===== src/rtl/ring_monitor.sv =====
// ring_monitor: watches a one-hot ring counter and locks onto its sequence.
// Once locked it flags any broken advance with a sticky error and counts
// completed revolutions. All outputs come from registers, so each output
// describes the sample taken at the same clock edge.
module ring_monitor #(
    parameter int WIDTH  = 4,
    parameter int LOCK_N = 3,
    localparam int IW    = (WIDTH > 1) ? $clog2(WIDTH) : 1
) (
    input  logic             clk,
    input  logic             reset,
    input  logic [WIDTH-1:0] ring_in,
    input  logic             adv,
    input  logic             clr_err,
    output logic [IW-1:0]    index,
    output logic             onehot,
    output logic             locked,
    output logic             err,
    output logic [7:0]       lap
);

    typedef enum logic [1:0] {
        HUNT   = 2'd0,
        CHECK  = 2'd1,
        LOCKED = 2'd2,
        FAULT  = 2'd3
    } state_t;

    state_t           r_state;
    state_t           w_state_next;
    logic [3:0]       r_streak;
    logic [3:0]       w_streak_next;
    logic [3:0]       w_streak_inc;
    logic [WIDTH-1:0] r_prev_q;

    logic             w_onehot;
    logic [IW-1:0]    w_index;
    logic [WIDTH-1:0] w_rot;
    logic             w_correct;
    logic             w_wrap;
    logic             w_fault;

    logic [IW-1:0]    w_index_next;
    logic             w_onehot_next;
    logic             w_locked_next;
    logic             w_err_next;
    logic [7:0]       w_lap_next;

    logic [IW-1:0]    r_index;
    logic             r_onehot;
    logic             r_locked;
    logic             r_err;
    logic [7:0]       r_lap;

    // Exactly one bit set: non-zero and clearing the lowest set bit leaves zero.
    assign w_onehot = (ring_in != '0) && ((ring_in & (ring_in - WIDTH'(1))) == '0);

    // Previous sample rotated left by one: the only legal successor when adv=1.
    assign w_rot = {r_prev_q[WIDTH-2:0], r_prev_q[WIDTH-1]};

    // A sample is correct if one-hot and it either advanced by exactly one
    // position or held still, matching what adv claims happened.
    assign w_correct = w_onehot && (adv ? (ring_in == w_rot) : (ring_in == r_prev_q));

    // Set bit moved from the top position back to bit 0: one revolution done.
    assign w_wrap = adv && r_prev_q[WIDTH-1] && ring_in[0];

    assign w_streak_inc = r_streak + 4'd1;

    // Binary position of the set bit; only meaningful when the sample is one-hot.
    always_comb begin
        w_index = '0;
        for (int i = 0; i < WIDTH; i++) begin
            if (ring_in[i]) begin
                w_index = IW'(i);
            end
        end
    end

    // State, streak and previous-sample registers.
    always_ff @(posedge clk or posedge reset) begin
        if (reset) begin
            r_state  <= HUNT;
            r_streak <= 4'd0;
            r_prev_q <= '0;
        end else begin
            r_state  <= w_state_next;
            r_streak <= w_streak_next;
            r_prev_q <= ring_in;
        end
    end

    // Next-state and streak logic.
    always_comb begin
        w_state_next  = r_state;
        w_streak_next = r_streak;
        case (r_state)
            HUNT: begin
                // Any one-hot sample is a candidate starting point; adv is ignored.
                if (w_onehot) begin
                    w_state_next  = CHECK;
                    w_streak_next = 4'd0;
                end
            end
            CHECK: begin
                if (!w_correct) begin
                    // Not locked yet, so a bad sample is not an error, just a restart.
                    w_state_next  = HUNT;
                    w_streak_next = 4'd0;
                end else if (adv) begin
                    w_streak_next = w_streak_inc;
                    if (w_streak_inc == 4'(LOCK_N)) begin
                        w_state_next = LOCKED;
                    end
                end
            end
            LOCKED: begin
                if (!w_correct) begin
                    w_state_next = FAULT;
                end
            end
            FAULT: begin
                // One-cycle pause, then start hunting again regardless of input.
                w_state_next  = HUNT;
                w_streak_next = 4'd0;
            end
            default: begin
                w_state_next  = HUNT;
                w_streak_next = 4'd0;
            end
        endcase
    end

    // Next values of the registered outputs.
    always_comb begin
        w_fault       = (r_state == LOCKED) && !w_correct;
        w_onehot_next = w_onehot;
        w_index_next  = w_onehot ? w_index : '0;
        w_locked_next = (w_state_next == LOCKED);
        // A new fault takes priority over a clear at the same edge.
        if (w_fault) begin
            w_err_next = 1'b1;
        end else if (clr_err) begin
            w_err_next = 1'b0;
        end else begin
            w_err_next = r_err;
        end
        // Laps only count while locked; the 8-bit counter wraps naturally.
        if ((r_state == LOCKED) && w_correct && w_wrap) begin
            w_lap_next = r_lap + 8'd1;
        end else begin
            w_lap_next = r_lap;
        end
    end

    // Output registers.
    always_ff @(posedge clk or posedge reset) begin
        if (reset) begin
            r_index  <= '0;
            r_onehot <= 1'b0;
            r_locked <= 1'b0;
            r_err    <= 1'b0;
            r_lap    <= 8'd0;
        end else begin
            r_index  <= w_index_next;
            r_onehot <= w_onehot_next;
            r_locked <= w_locked_next;
            r_err    <= w_err_next;
            r_lap    <= w_lap_next;
        end
    end

    assign index  = r_index;
    assign onehot = r_onehot;
    assign locked = r_locked;
    assign err    = r_err;
    assign lap    = r_lap;

endmodule


===== config.mk =====
export PLATFORM = sky130hd
export DESIGN_NAME = ring_monitor
export DESIGN_NICKNAME = d
export VERILOG_FILES = /design/src/rtl/ring_monitor.sv
export SDC_FILE = /design/constraint.sdc
export NUM_CORES = 1
export LEC_CHECK = 0
export BUFFER_PORTS_ARGS = -buffer_cell sky130_fd_sc_hd__buf_2
export CAP_MARGIN = 20
export CORE_MARGIN = 2
export CORE_UTILIZATION = 47
export DETAILED_ROUTE_END_ITERATION = 8
export GPL_TIMING_DRIVEN = 0
export PLACE_DENSITY = 0.72
export SYNTH_ARGS = -nofsm -noshare
export SYNTH_HDL_FRONTEND = slang
export SYNTH_SLANG_ARGS = --single-unit

===== constraint.sdc =====
create_clock -name clk -period 1.88 [get_ports clk]
set_clock_uncertainty 0.2 [all_clocks]
set_input_delay 0.094 -clock clk [delete_from_list [all_inputs] [get_ports clk]]
set_output_delay 0.094 -clock clk [all_outputs]
set_load 0.05 [all_outputs]

==> out/qor_table.md <==
| Item | This run | Unit |
|---|---|---|
| Result of the run | completed | - |
| Async SR Flop Fraction | 100 | % |
| Setup violation total in the final timing report | 0 | - |
| CTS tree | built | - |
| Worst-case vdd ir drop | 0.471 | mV |
| Die X-Extent | 54.9 | µm |
| Total congestion overflow after global routing | 0 | - |
| Cell area after technology mapping | 1220 | µm² |
| Crit path capture type | flop | - |
| Final routed wire length divided by cell count | 13.8 | µm |
| Number of global-route vias before repair | 953 | - |
| Library cells used by synthesis | 34 | - |
| Signal arrival time at the worst endpoint | 1.86 | ns |
| WP data required | 1.89 | ns |
| Critical Setup Path Class | reg2reg | - |
| Post-Synthesis Net Count | 123 | - |
| Most frequent cells in the layout | dfrtp_1, buf_2, xnor2_1 | - |
| Power density normalized to cell area | 590 | nW/µm² |
| # rows | 18 | - |
| DRC Markers | 0 | - |
| Fraction of the yosys area taken by sequential cells | 47.2 | % |
| Port Buffer Count | 20 | - |
| Clock Sinks | 23 | - |
| Count of vias placed by the detailed router | 1006 | - |
| First-pass GRT wire length | 4060 | µm |
| Post-Syn Instances | 112 | - |
| Tightest Pin Transition | 0.867 | ns |
| Number of buffers between clock root and the deepest sink | 2 | - |
| Crit Path Max Fanout | 6 | - |
| Antenna diodes | 0 | - |
| Post-synth EDFFs | 0 | - |
| Root buf cell | clkbuf_4 | - |
| Clock network latency to the later pin of the worst-skew pair | 0.30 | ns |
| Commonest non-fill, non-tap cell in the layout | dfrtp_1 | - |
| Pre-antenna DRT Iters | 5 | - |
| DP HPWL | 1720 | µm |
| Cell leakage power | 0.000732 | µW |
| Worst Hold Margin | 0.0854 | ns |
| Gr usage total | 18.5 | % |
| Element type at the critical path start | flop | - |
| Number of buffers inserted during clock tree synthesis | 3 | - |
| RSZ-0062 raised after global routing | true | - |
| Placeable Area | 2480 | µm² |
| DRC violation total after the first TritonRoute iteration | 11 | - |
| Pre-CTS setup slack | -0.100 | ns |
| Final period demand of the worst path | 1.85 | ns |
| Dominant synthesized flop cell | dfrtp_1 | - |
| Tightest slew margin relative to the limit | 42.1 | % |
| Worst Hold End | r_streak[1] | - |
| Chip height | 54.9 | µm |
| Yosys warnings | 0 | - |
| Post-route clock period utilization | 98.7 | % |
| Setup_tns | 0 | ns |
| Final number of max-transition violations | 0 | - |
| Number of antenna violations at the first check in global routing | 0 | - |
| Clock transition at the register clock pins on the worst setup and hold paths after CTS | 0.13 | ns |
| Total Die Area | 3020 | µm² |
| Initial core utilization | 49.2 | % |
| Largest net degree at the start of global routing | 24 | - |
| Nets | 160 | - |
| Worst Hold Depth | 4 | - |
| Final total power | 893 | µW |
| Filler Cells Inserted | 213 | - |
| I/O pin count | 21 | - |
| Reg2Reg Setup Slack | 0.03 | ns |
| Final antenna-violating net count | 0 | - |
| Final hold viol count | 0 | - |
| Sum of routed wire length over all layers | 2460 | µm |
| Ratio of cells with drive above 1 in the final layout | 25.0 | % |
| Count of state elements after synthesis | 23 | - |
| Max-capacitance violation count | 0 | - |
| Endpoint of the worst-slack reg-to-reg timing path | lap[1] | - |
| Per-instance average area after synthesis | 10.9 | µm² |
| Hold wc startpoint | adv | - |
| Path type of the worst min-delay path | in2reg | - |
| Area added between synthesis and finish | 24.2 | % |
| Depth of the most critical reg-to-reg path | 6 | - |
| Final RePlAce weighted congestion | 0.781 | - |
| Highest Clock Rate | 539 | MHz |
| Per-cell via count in the routed design | 5.65 | - |
| Final WS setup | 0.0253 | ns |
| Final Core Density | 61.1 | % |
| Reg-to-Reg Start | r_prev_q[3] | - |
| CTS H-Tree Depth | 1 | - |
## worst max-delay path: stages (launching register included)
cell and delay [ns]:
dfrtp_1 0.43, mux2i_1 0.18, xnor2_1 0.12, nor4_4 0.29
buf_6 0.16, nand3_4 0.08, mux2_4 0.31
## cell type report
type / instances / area, µm² / share of cell area [%]
buffer: 5 / 40.0 / 2.64
clock buffer: 4 / 26.3 / 1.74
inverter: 7 / 26.3 / 1.74
multi-input combinational: 77 / 587 / 38.8
sequential: 23 / 576 / 38.0
tap: 30 / 37.5 / 2.48
timing repair buffer: 32 / 221 / 14.6
## power by group
group / internal [µW] / switching, µW / total, µW / leakage [µW]
logic: 60.8 / 90.0 / 151 / 0.000408
registers: 506 / 7.65 / 513 / 0.000309
clock network: 82.5 / 146 / 229 / 0.0000150
total: 649 / 244 / 893 / 0.000732
## sequential cells by signal, summed over array words and instances (netlist names)
| register | count |
|---|---|
| lap | 8 |
| r_prev_q | 4 |
| r_streak | 4 |
| index | 2 |
| r_state | 2 |
| err | 1 |
| locked | 1 |
| onehot | 1 |
## timing repair
action                                 4_1_cts  5_1_grt
endpoints found under the hold margin       30        0
hold buffers                                 8        0
resized for setup                            1        8
gates cloned                                 1        0
setup endpoints to repair                   11       14
buffers inserted                             3        0
pin swaps                                    5        5
## layer usage
| layer | up-vias | track usage (%) | part of all wire [%] |
|---|---|---|---|
| li1 | 472 | - | - |
| met1 | 510 | 23.0 | 44 |
| met2 | 22 | 32.7 | 52 |
| met3 | 2 | 2.96 | 3.4 |
| met4 | 0 | 5.69 | 0.41 |
| met5 | - | 0 | 0 |
## logic make-up after synthesis
kind of cell,Yosys count,synth area share [%]
adders and majority gates,3,3.08
muxes,5,4.52
buffers and inverters,12,5.44
AOI/OAI and AO/OA,13,7.60
and+or+nand+nor,41,21.4
xor gates and xnor gates,15,10.8
DFF,23,47.2
## per-stage QoR
step / instances / instance area [µm²]
floorplan: 112 / 1220
global placement: 162 / 1360
detailed placement: 162 / 1360
CTS: 178 / 1500
global route: 178 / 1510
finish: 178 / 1510
## worst max-delay path by stage
stage	startpoint	end	cells after the start
after floorplan	r_prev_q[3]	lap[1]	5
after global placement	r_prev_q[3]	lap[1]	5
after detailed placement	r_prev_q[3]	lap[1]	5
after CTS	r_prev_q[1]	lap[4]	7
after global routing	r_prev_q[3]	lap[3]	7
final	r_prev_q[3]	lap[1]	6
## cell usage after synthesis, types with 2 or more instances
cell / instances / area share [%]
dfrtp_1: 23 / 47
xnor2_1: 15 / 11
nand4_1: 10 / 5.1
and3_1: 7 / 3.6
inv_1: 7 / 2.2
nor2_1: 5 / 1.5
mux2i_1: 4 / 3.3
ha_1: 3 / 3.1
nand2_1: 3 / 0.92
nand3_1: 3 / 1.2
o2111ai_1: 3 / 2.2
o21ai_0: 3 / 1.2
buf_6: 2 / 1.8
nor2b_1: 2 / 1.0
nor3_1: 2 / 0.82
nor4b_1: 2 / 1.4
No activity file was read; power rests on OpenSTA's default activity.
